**config.mk**
```make
export PLATFORM = sky130hd
export DESIGN_NAME = cmd_reg_slave_flat
export DESIGN_NICKNAME = d
export VERILOG_FILES = /design/src/rtl/cmd_reg_slave_if.sv /design/src/rtl/cmd_reg_slave.sv /design/src/flat_wrapper.sv
export SDC_FILE = /design/constraint.sdc
export NUM_CORES = 1
export LEC_CHECK = 0
export ABC_CLOCK_PERIOD_IN_PS = 9750
export CAP_MARGIN = 20
export CORE_AREA = 5 5 248 250
export CTS_BUF_LIST = sky130_fd_sc_hd__clkbuf_8
export DETAILED_ROUTE_END_ITERATION = 10
export DIE_AREA = 0 0 253 255
export SLEW_MARGIN = 25
export SYNTH_ARGS = -nofsm -noshare
export SYNTH_HDL_FRONTEND = slang
export SYNTH_SLANG_ARGS = --single-unit
```
**constraint.sdc**
```tcl
create_clock -name i_sysclk -period 9.75 [get_ports i_sysclk]
set_clock_uncertainty 0.15 [all_clocks]
set_input_delay 1.4625 -clock i_sysclk [delete_from_list [all_inputs] [get_ports i_sysclk]]
set_output_delay 1.4625 -clock i_sysclk [all_outputs]
set_load 0.05 [all_outputs]
```
**src/rtl/cmd_reg_slave_if.sv**
```systemverilog
// Command bus between a host and a register slave: one request per sel,
// answered later by a single-cycle ack carrying rdata.
interface intf_cmd #(
   parameter int ADDR_BITS = 24
);
   logic                 sel;
   logic                 rd_wr_n;
   logic [ADDR_BITS-1:0] byte_addr;
   logic [31:0]          wdata;
   logic                 ack;
   logic [31:0]          rdata;

   modport slave (
      input  sel, rd_wr_n, byte_addr, wdata,
      output ack, rdata
   );

   modport master (
      output sel, rd_wr_n, byte_addr, wdata,
      input  ack, rdata
   );
endinterface

```
**src/rtl/cmd_reg_slave.sv**
```systemverilog
// Register slave on the cmd bus: RW control words, RO status words, a sticky
// event register with W1C, an interrupt mask and a constant version word.
module cmd_reg_slave #(
   parameter int          CMD_ADDR_BITS      = 24,
   parameter int          CMD_DATA_BITS      = 32,
   parameter int          NUM_RW_REGS        = 8,
   parameter int          NUM_RO_REGS        = 8,
   parameter int          ACK_LATENCY_CLKS   = 1,
   parameter logic [31:0] RW_RESET_VALUE     = 32'h0,
   parameter logic [31:0] VERSION            = 32'h0001_0000,
   parameter bit          RESPOND_TO_INVALID = 1'b1
) (
   input  logic                       i_sysclk,
   input  logic                       i_srst_n,
   intf_cmd.slave                     cmd,
   output logic [NUM_RW_REGS*32-1:0]  o_rw_regs,
   input  logic [NUM_RO_REGS*32-1:0]  i_ro_regs,
   input  logic [31:0]                i_events,
   output logic                       o_irq
);

   localparam int WB       = CMD_ADDR_BITS - 2;
   localparam int E_WORD   = NUM_RW_REGS + NUM_RO_REGS;
   localparam logic [WB-1:0] W_EVENTS  = WB'(E_WORD);
   localparam logic [WB-1:0] W_MASK    = WB'(E_WORD + 1);
   localparam logic [WB-1:0] W_VERSION = WB'(E_WORD + 2);
   localparam logic [3:0]    LAT_LAST  = 4'(ACK_LATENCY_CLKS - 1);
   localparam logic [CMD_DATA_BITS-1:0] INVALID_RDATA = CMD_DATA_BITS'(32'hBADA_DD00);

   typedef enum logic [1:0] {IDLE, WAIT, RESP} state_t;

   state_t                   state;
   logic [3:0]               lat_cnt;
   logic                     cap_rd;
   logic [WB-1:0]            cap_w;
   logic [CMD_DATA_BITS-1:0] cap_wdata;
   logic                     ack_q;
   logic [CMD_DATA_BITS-1:0] rdata_q;

   logic [CMD_DATA_BITS-1:0] rw_q [NUM_RW_REGS];
   logic [CMD_DATA_BITS-1:0] events_q;
   logic [CMD_DATA_BITS-1:0] mask_q;
   logic                     irq_q;

   logic [CMD_DATA_BITS-1:0] rd_val;
   logic                     addr_valid;
   logic                     wr_fire;
   logic [CMD_DATA_BITS-1:0] events_clr;
   logic                     unused_addr_bits;

   assign unused_addr_bits = ^cmd.byte_addr[1:0];

   // Decode the captured word index into a read value and a hit flag.
   always_comb begin
      rd_val     = '0;
      addr_valid = 1'b0;
      for (int k = 0; k < NUM_RW_REGS; k++) begin
         if (cap_w == WB'(k)) begin
            rd_val     = rw_q[k];
            addr_valid = 1'b1;
         end
      end
      for (int k = 0; k < NUM_RO_REGS; k++) begin
         if (cap_w == WB'(NUM_RW_REGS + k)) begin
            rd_val     = i_ro_regs[32*k +: 32];
            addr_valid = 1'b1;
         end
      end
      if (cap_w == W_EVENTS) begin
         rd_val     = events_q;
         addr_valid = 1'b1;
      end
      if (cap_w == W_MASK) begin
         rd_val     = mask_q;
         addr_valid = 1'b1;
      end
      if (cap_w == W_VERSION) begin
         rd_val     = VERSION;
         addr_valid = 1'b1;
      end
   end

   assign wr_fire    = (state == RESP) && !cap_rd && addr_valid;
   assign events_clr = (wr_fire && (cap_w == W_EVENTS)) ? cap_wdata : '0;

   always_ff @(posedge i_sysclk) begin
      if (!i_srst_n) begin
         state     <= IDLE;
         lat_cnt   <= 4'd0;
         cap_rd    <= 1'b0;
         cap_w     <= '0;
         cap_wdata <= '0;
         ack_q     <= 1'b0;
         rdata_q   <= '0;
      end else begin
         ack_q <= 1'b0;
         case (state)
            IDLE: begin
               if (cmd.sel) begin
                  cap_rd    <= cmd.rd_wr_n;
                  cap_w     <= cmd.byte_addr[CMD_ADDR_BITS-1:2];
                  cap_wdata <= cmd.wdata;
                  if (ACK_LATENCY_CLKS == 1) begin
                     state <= RESP;
                  end else begin
                     state   <= WAIT;
                     lat_cnt <= 4'd1;
                  end
               end
            end
            WAIT: begin
               if (lat_cnt == LAT_LAST) begin
                  state <= RESP;
               end else begin
                  lat_cnt <= lat_cnt + 4'd1;
               end
            end
            RESP: begin
               // Invalid words without RESPOND_TO_INVALID leave ack and rdata untouched.
               state   <= IDLE;
               lat_cnt <= 4'd0;
               if (addr_valid) begin
                  ack_q   <= 1'b1;
                  rdata_q <= cap_rd ? rd_val : '0;
               end else if (RESPOND_TO_INVALID) begin
                  ack_q   <= 1'b1;
                  rdata_q <= INVALID_RDATA;
               end
            end
            default: begin
               state   <= IDLE;
               lat_cnt <= 4'd0;
            end
         endcase
      end
   end

   always_ff @(posedge i_sysclk) begin
      if (!i_srst_n) begin
         for (int k = 0; k < NUM_RW_REGS; k++) begin
            rw_q[k] <= RW_RESET_VALUE;
         end
         mask_q   <= '0;
         events_q <= '0;
         irq_q    <= 1'b0;
      end else begin
         for (int k = 0; k < NUM_RW_REGS; k++) begin
            if (wr_fire && (cap_w == WB'(k))) begin
               rw_q[k] <= cap_wdata;
            end
         end
         if (wr_fire && (cap_w == W_MASK)) begin
            mask_q <= cap_wdata;
         end
         // A new pulse wins over a clear on the same bit.
         events_q <= (events_q & ~events_clr) | i_events;
         irq_q    <= |(events_q & mask_q);
      end
   end

   for (genvar k = 0; k < NUM_RW_REGS; k++) begin : g_rw_out
      assign o_rw_regs[32*k +: 32] = rw_q[k];
   end

   assign cmd.ack   = ack_q;
   assign cmd.rdata = rdata_q;
   assign o_irq     = irq_q;

endmodule

```
**src/flat_wrapper.sv**
```systemverilog
// flat-port wrapper written by rule: the top's interface ports become plain ports
module cmd_reg_slave_flat 
#(
   parameter int          CMD_ADDR_BITS      = 24,
   parameter int          CMD_DATA_BITS      = 32,
   parameter int          NUM_RW_REGS        = 8,
   parameter int          NUM_RO_REGS        = 8,
   parameter int          ACK_LATENCY_CLKS   = 1,
   parameter logic [31:0] RW_RESET_VALUE     = 32'h0,
   parameter logic [31:0] VERSION            = 32'h0001_0000,
   parameter bit          RESPOND_TO_INVALID = 1'b1
)
  (i_sysclk, i_srst_n, o_rw_regs, i_ro_regs, i_events, o_irq, cmd_sel, cmd_rd_wr_n, cmd_byte_addr, cmd_wdata, cmd_ack, cmd_rdata);
  intf_cmd #(.ADDR_BITS(24)) cmd_i ();
  input  logic i_sysclk;
  input  logic i_srst_n;
  output logic [NUM_RW_REGS*32-1:0] o_rw_regs;
  input  logic [NUM_RO_REGS*32-1:0] i_ro_regs;
  input  logic [31:0] i_events;
  output logic o_irq;
  input wire logic [$bits(cmd_i.sel)-1:0] cmd_sel;
  input wire logic [$bits(cmd_i.rd_wr_n)-1:0] cmd_rd_wr_n;
  input wire logic [$bits(cmd_i.byte_addr)-1:0] cmd_byte_addr;
  input wire logic [$bits(cmd_i.wdata)-1:0] cmd_wdata;
  output wire logic [$bits(cmd_i.ack)-1:0] cmd_ack;
  output wire logic [$bits(cmd_i.rdata)-1:0] cmd_rdata;
  assign cmd_i.sel = cmd_sel;
  assign cmd_i.rd_wr_n = cmd_rd_wr_n;
  assign cmd_i.byte_addr = cmd_byte_addr;
  assign cmd_i.wdata = cmd_wdata;
  assign cmd_ack = cmd_i.ack;
  assign cmd_rdata = cmd_i.rdata;
  cmd_reg_slave #(.CMD_ADDR_BITS(CMD_ADDR_BITS), .CMD_DATA_BITS(CMD_DATA_BITS), .NUM_RW_REGS(NUM_RW_REGS), .NUM_RO_REGS(NUM_RO_REGS), .ACK_LATENCY_CLKS(ACK_LATENCY_CLKS), .RW_RESET_VALUE(RW_RESET_VALUE), .VERSION(VERSION), .RESPOND_TO_INVALID(RESPOND_TO_INVALID)) u_core (.i_sysclk(i_sysclk), .i_srst_n(i_srst_n), .cmd(cmd_i), .o_rw_regs(o_rw_regs), .i_ro_regs(i_ro_regs), .i_events(i_events), .o_irq(o_irq));
endmodule
```
Word-level counts from Yosys, hierarchy flattened
Memory sizes are Yosys's and may differ from the RTL's.
Index checks and enable logic that the tools add are counted.
Word-level totals
  memories kept: 1
  input bits: 348
  flip-flop bits (word level): 159
  output and inout port bits: 290
  RAM bits: 256
  logic and storage cells: 148
Memory list
  u_core.rw_q: words 8, bits a word 32, rd ports 8, clocked after Yosys merged registers in 0, write ports 8, line cmd_reg_slave.sv:40  | logic [CMD_DATA_BITS-1:0] rw_q [NUM_RW_REGS];
Cells by class
  reduce and logical (&&, ||, !) cells: 20
  equality and inequality tests: 23
  add/subtract/negate cells: 1
  bitwise logic cells: 13
  muxes and demuxes: 80
Operator list (count)
  $mux W32: 30
  $eq A22 B4 Y1 const B: 8
  $eq A22 B3 Y1 const B: 4
  $eq A22 B5 Y1 const B: 3
  $and A32 B32 Y32: 2
  $mux W1: 45
  $eq A22 B2 Y1 const B: 2
  $not A32 Y32: 1
  $or A32 B32 Y32: 1
  $reduce_or A32 Y1: 1
  $eq A22 B1 Y1 const B: 1
  $logic_not A22 Y1: 1
  $logic_and A1 B1 Y1: 12
  $or A1 B1 Y1: 8
  $pmux W4 S2: 1
  $reduce_and A2 Y1: 3
  $add A4 B1 Y4 const B: 1
  $logic_not A4 Y1: 1
  $mux W2: 2
  $mux W4: 1
  $ne A2 B2 Y1 const B: 2
  $pmux W2 S2: 1
  $eq A2 B1 Y1 const B: 1
  $eq A2 B2 Y1 const B: 1
  4 further kinds: 4

Longest topological paths before layout
  word-level depth: 26
  mapped depth: 11
  mapped depth without buffers: 7

Least setup slack after synthesis
Ideal clock, no wire load.
  path type: flip-flop to flip-flop
  from: register u_core.cap_w[11]
  to: memory u_core.rw_q[7][4] (netlist: u_core.rw_q[1][100]) (enable)
  required time: 9.090 ns
  setup slack: 3.869 ns
  library setup time: 0.510 ns
  path buffers: 3
  period minus slack after synthesis: 5.881 ns
  stages on the path, launching flop included: 9
  data arrival time: 5.221 ns
  cell sequence: dfxtp_1 -> nor4_4 -> nand3_2 -> buf_2 -> buf_2 -> nor2_1 -> nand3_1 -> clkbuf_1 -> o41ai_1
RTL lines
  start: declaration: line cmd_reg_slave.sv:35  | logic [WB-1:0] cap_w;
  start signal: assignment: line cmd_reg_slave.sv:101  | cap_w <= cmd.byte_addr[CMD_ADDR_BITS-1:2];
  end: declaration: line cmd_reg_slave.sv:40

==> impl_metrics.json <==
{
  "postRouteWirelength_mm": 119,
  "leakage_power_nw": 10.3,
  "synthesis.instances": 2076,
  "setup_slack_ns": 5.15,
  "netlist_area_sq_um": 20400,
  "post-route-cell-area_sq_um": 29200,
  "fin_setup_tns_ns": 0,
  "number_of_flip_flops_and_latches_in_the_synthesized_netlist": 410,
  "pre_cts_setup_slack_ns": 5.11,
  "vdd_ir_drop_max_mv": 0.104,
  "start_kind": "flip-flop",
  "fillers": 5512,
  "cts.reportedPaths.clkPinSlew_ns": 0.06,
  "hpwl_mm": 87.9,
  "ctsHtreeMaxLevel": 3,
  "layout-area-overhead-vs-synth_pct": 43.3,
  "core_region_area_sq_um": 58800,
  "area_of_combinational_cells_with_multiple_inputs_sq_um": 8960,
  "first_pass_grt_wire_length_mm": 160,
  "arrival_ns": 4.79,
  "io_pins": 638,
  "period_needed_ns": 4.60,
  "worst-path-max-fanout": 33,
  "critical_path_required_ns": 9.93,
  "synth.lib_cells_used.distinct": 76,
  "post_route_cells_drive_above_1_share_pct": 9.64,
  "grt_remaining_overflow": 0,
  "timing_max_transition_violations_final": 0,
  "io_buffer_count": 635,
  "postPlaceCellArea_sq_um": 27700,
  "route.vias.total": 21300,
  "routabilityCongestion": 0.954,
  "count_of_unresolved_drc_violations_after_routing": 0,
  "synth_nets": 2424,
  "min_period_over_period_pct": 47.2,
  "worst_hold_path_type": "flip-flop to flip-flop",
  "synth_async_sr_flop_share_pct": 0,
  "postRouteAntennaNets": 0,
  "cts_inserted_buffers": 74,
  "fmax_ghz": 0.217,
  "fp.dieArea_sq_um": 64500,
  "worst-slew-pin-transition_ns": 1.10,
  "outcome": "finished, final reports clean",
  "ys.flop_type": "sky130_fd_sc_hd__edfxtp_1",
  "endpoint_kind": "flip-flop",
  "cap_viol_max_count": 0,
  "clk_latency_ns": 0.67,
  "synth-warning-count": 0,
  "critical_path_class": "flip-flop to flip-flop",
  "grt_pass1_vias": 20700,
  "timing_hold_violations_final": 0,
  "power.density_nw_per_um2": 154,
  "cts-root-to-sink-buffers": 3,
  "grt_usage_pct": 34.8,
  "drt_first_pass_iters": 6,
  "synth_top_area_cell": "sky130_fd_sc_hd__edfxtp_1",
  "die_h_um": 255,
  "maxSlewHeadroom_pct": 25.0,
  "regArea_sq_um": 10800,
  "final_net_count": 3047,
  "post_synth_main_area_contributors": "sky130_fd_sc_hd__edfxtp_1 38%, sky130_fd_sc_hd__dfxtp_1 15%, sky130_fd_sc_hd__nor2_1 5.8%",
  "cts-resized-gates": 0,
  "post_synth.cell_area_avg_sq_um": 9.82,
  "cts.sinks": 410,
  "core.rowCount": 89,
  "die_w_um": 253,
  "cts_post_setup_buffers_inserted": 0,
  "grt_setup_unrepaired": "false",
  "timing.hold.ws_ns": 0.305,
  "antenna_found_initial": 20,
  "cts_tree": "yes",
  "start_util_pct": 34.7,
  "drt_first_iter_violations": 2577,
  "fin_cells": 3544,
  "yosys.area.top_type_share_pct": 37.7,
  "ratio_of_routed_vias_to_standard_cells": 6.00,
  "routed_wire_length_per_instance_um": 33.4,
  "placed_cells_incl_taps": 3396,
  "ys_seq_area_share_pct": 52.8,
  "synth-edff-count": 256,
  "cts-root-buf": "sky130_fd_sc_hd__clkbuf_8",
  "pin_count_of_the_biggest_net_entering_global_routing": 74,
  "postCtsHoldBufs": 0,
  "finalSetupViolCount": 0
}
## cell usage after synthesis, types with 15 or more instances
cell type	n
sky130_fd_sc_hd__dfxtp_1	154
sky130_fd_sc_hd__o22ai_1	23
sky130_fd_sc_hd__inv_1	43
sky130_fd_sc_hd__nand3_1	37
sky130_fd_sc_hd__buf_1	15
sky130_fd_sc_hd__o21ai_0	72
sky130_fd_sc_hd__a22oi_1	29
sky130_fd_sc_hd__a221oi_1	17
sky130_fd_sc_hd__a211oi_1	15
sky130_fd_sc_hd__buf_2	34
sky130_fd_sc_hd__nor2_1	314
sky130_fd_sc_hd__o221ai_1	18
sky130_fd_sc_hd__nor2b_1	47
sky130_fd_sc_hd__clkbuf_1	103
sky130_fd_sc_hd__mux2i_1	38
sky130_fd_sc_hd__nor4_1	21
sky130_fd_sc_hd__a21boi_1	17
sky130_fd_sc_hd__nor3_1	44
sky130_fd_sc_hd__mux4_2	33
sky130_fd_sc_hd__edfxtp_1	256
sky130_fd_sc_hd__nand4_1	28
sky130_fd_sc_hd__a21oi_1	160
sky130_fd_sc_hd__nand2_1	271
sky130_fd_sc_hd__a21boi_0	41
## kinds of logic after synthesis
kind of cell	Yosys count	share of synthesized area, %
buffers and inverters	196	3.85
DFF	410	52.8
muxes	82	6.12
and+or+nand+nor	829	18.4
AOI/OAI and AO/OA	559	18.8
## placed cells by master, fill, tap and decap left out, types with 13 or more instances in the layout
master	synthesis	final
sky130_fd_sc_hd__a22oi_1	29	29
sky130_fd_sc_hd__clkdlybuf4s50_1	0	634
sky130_fd_sc_hd__mux4_2	33	33
sky130_fd_sc_hd__dfxtp_1	154	152
sky130_fd_sc_hd__o22ai_1	23	23
sky130_fd_sc_hd__o2111ai_1	13	13
sky130_fd_sc_hd__edfxtp_1	256	256
sky130_fd_sc_hd__a21boi_1	17	17
sky130_fd_sc_hd__mux2i_1	38	38
sky130_fd_sc_hd__a21oi_1	160	160
sky130_fd_sc_hd__inv_1	43	75
sky130_fd_sc_hd__nor4_1	21	17
sky130_fd_sc_hd__nor3_1	44	35
sky130_fd_sc_hd__nand4_1	28	28
sky130_fd_sc_hd__clkbuf_8	0	84
sky130_fd_sc_hd__nand2_1	271	266
sky130_fd_sc_hd__nor3_2	5	13
sky130_fd_sc_hd__o21ai_0	72	72
sky130_fd_sc_hd__nor2_1	314	312
sky130_fd_sc_hd__nor2b_1	47	45
sky130_fd_sc_hd__nand3_1	37	37
sky130_fd_sc_hd__buf_4	0	65
sky130_fd_sc_hd__a2111oi_0	13	13
sky130_fd_sc_hd__o221ai_1	18	18
sky130_fd_sc_hd__a221oi_1	17	17
sky130_fd_sc_hd__a211oi_1	15	15
sky130_fd_sc_hd__a21o_1	13	13
sky130_fd_sc_hd__a21boi_0	41	41
## metrics by stage
stage	power [mW]	util (%)
after detailed placement	2.86	47.1
after CTS	4.50	49.6
after global placement	2.86	47.1
after floorplan	2.41	-
after global routing	4.63	49.7
final	4.50	49.7
## report_power, final
part	switching (mW)	internal (mW)	total [mW]
clock	0.779	0.875	1.65
combinational	0.546	0.306	0.852
sequential	0.0730	1.92	1.99
## critical path, cell delays in order, from the launching register on
cell                      delay (ns)
sky130_fd_sc_hd__dfxtp_1        0.33
sky130_fd_sc_hd__or4_1          0.72
sky130_fd_sc_hd__nor3_1         0.63
sky130_fd_sc_hd__nand2_1        0.42
sky130_fd_sc_hd__nor3_2         0.40
sky130_fd_sc_hd__nand2_1        0.10
sky130_fd_sc_hd__buf_4          0.31
sky130_fd_sc_hd__nand2_1        0.77
sky130_fd_sc_hd__buf_4          0.44
## sequential cells by signal, indices dropped and copies added, names as in the netlist
signal	cells
u_core.rw_q	256
u_core.cmd.rdata	32
u_core.cap_rd	1
u_core.mask_q	32
u_core.cmd.ack	1
u_core.cap_wdata	32
u_core.cap_w	22
u_core.o_irq	1
u_core.state	1
u_core.events_q	32
## layout make-up
type	count	share of cell area (%)
Inverter	43	0.552
Antenna cell	12	0.103
Clock inverter	52	1.10
Tap cell	773	3.31
Sequential cell	410	36.9
Multi-Input combinational cell	1470	30.7
Timing Repair Buffer	700	23.5
Clock buffer	84	3.96
## final timing paths
path	startpoint	endpoint	slack, ns	cells after the start
min reg2reg	u_core.cmd.rdata[6]	u_core.cmd.rdata[6]	0.30	2
max	u_core.cap_w[15]	u_core.rw_q[0][118]	5.15	8
min	u_core.cmd.rdata[6]	u_core.cmd.rdata[6]	0.30	2
max reg2reg	u_core.cap_w[15]	u_core.rw_q[0][118]	5.15	8
## per-layer routing
layer	GRT usage (%)	wire length (um)	vias to the layer above
li1	-	-	8974
met1	45.6	45500	10600
met2	53.6	52900	1477
met3	13.4	15800	222
met4	11.0	4210	14
met5	0	84	-
No activity file was read; power rests on OpenSTA's default activity.
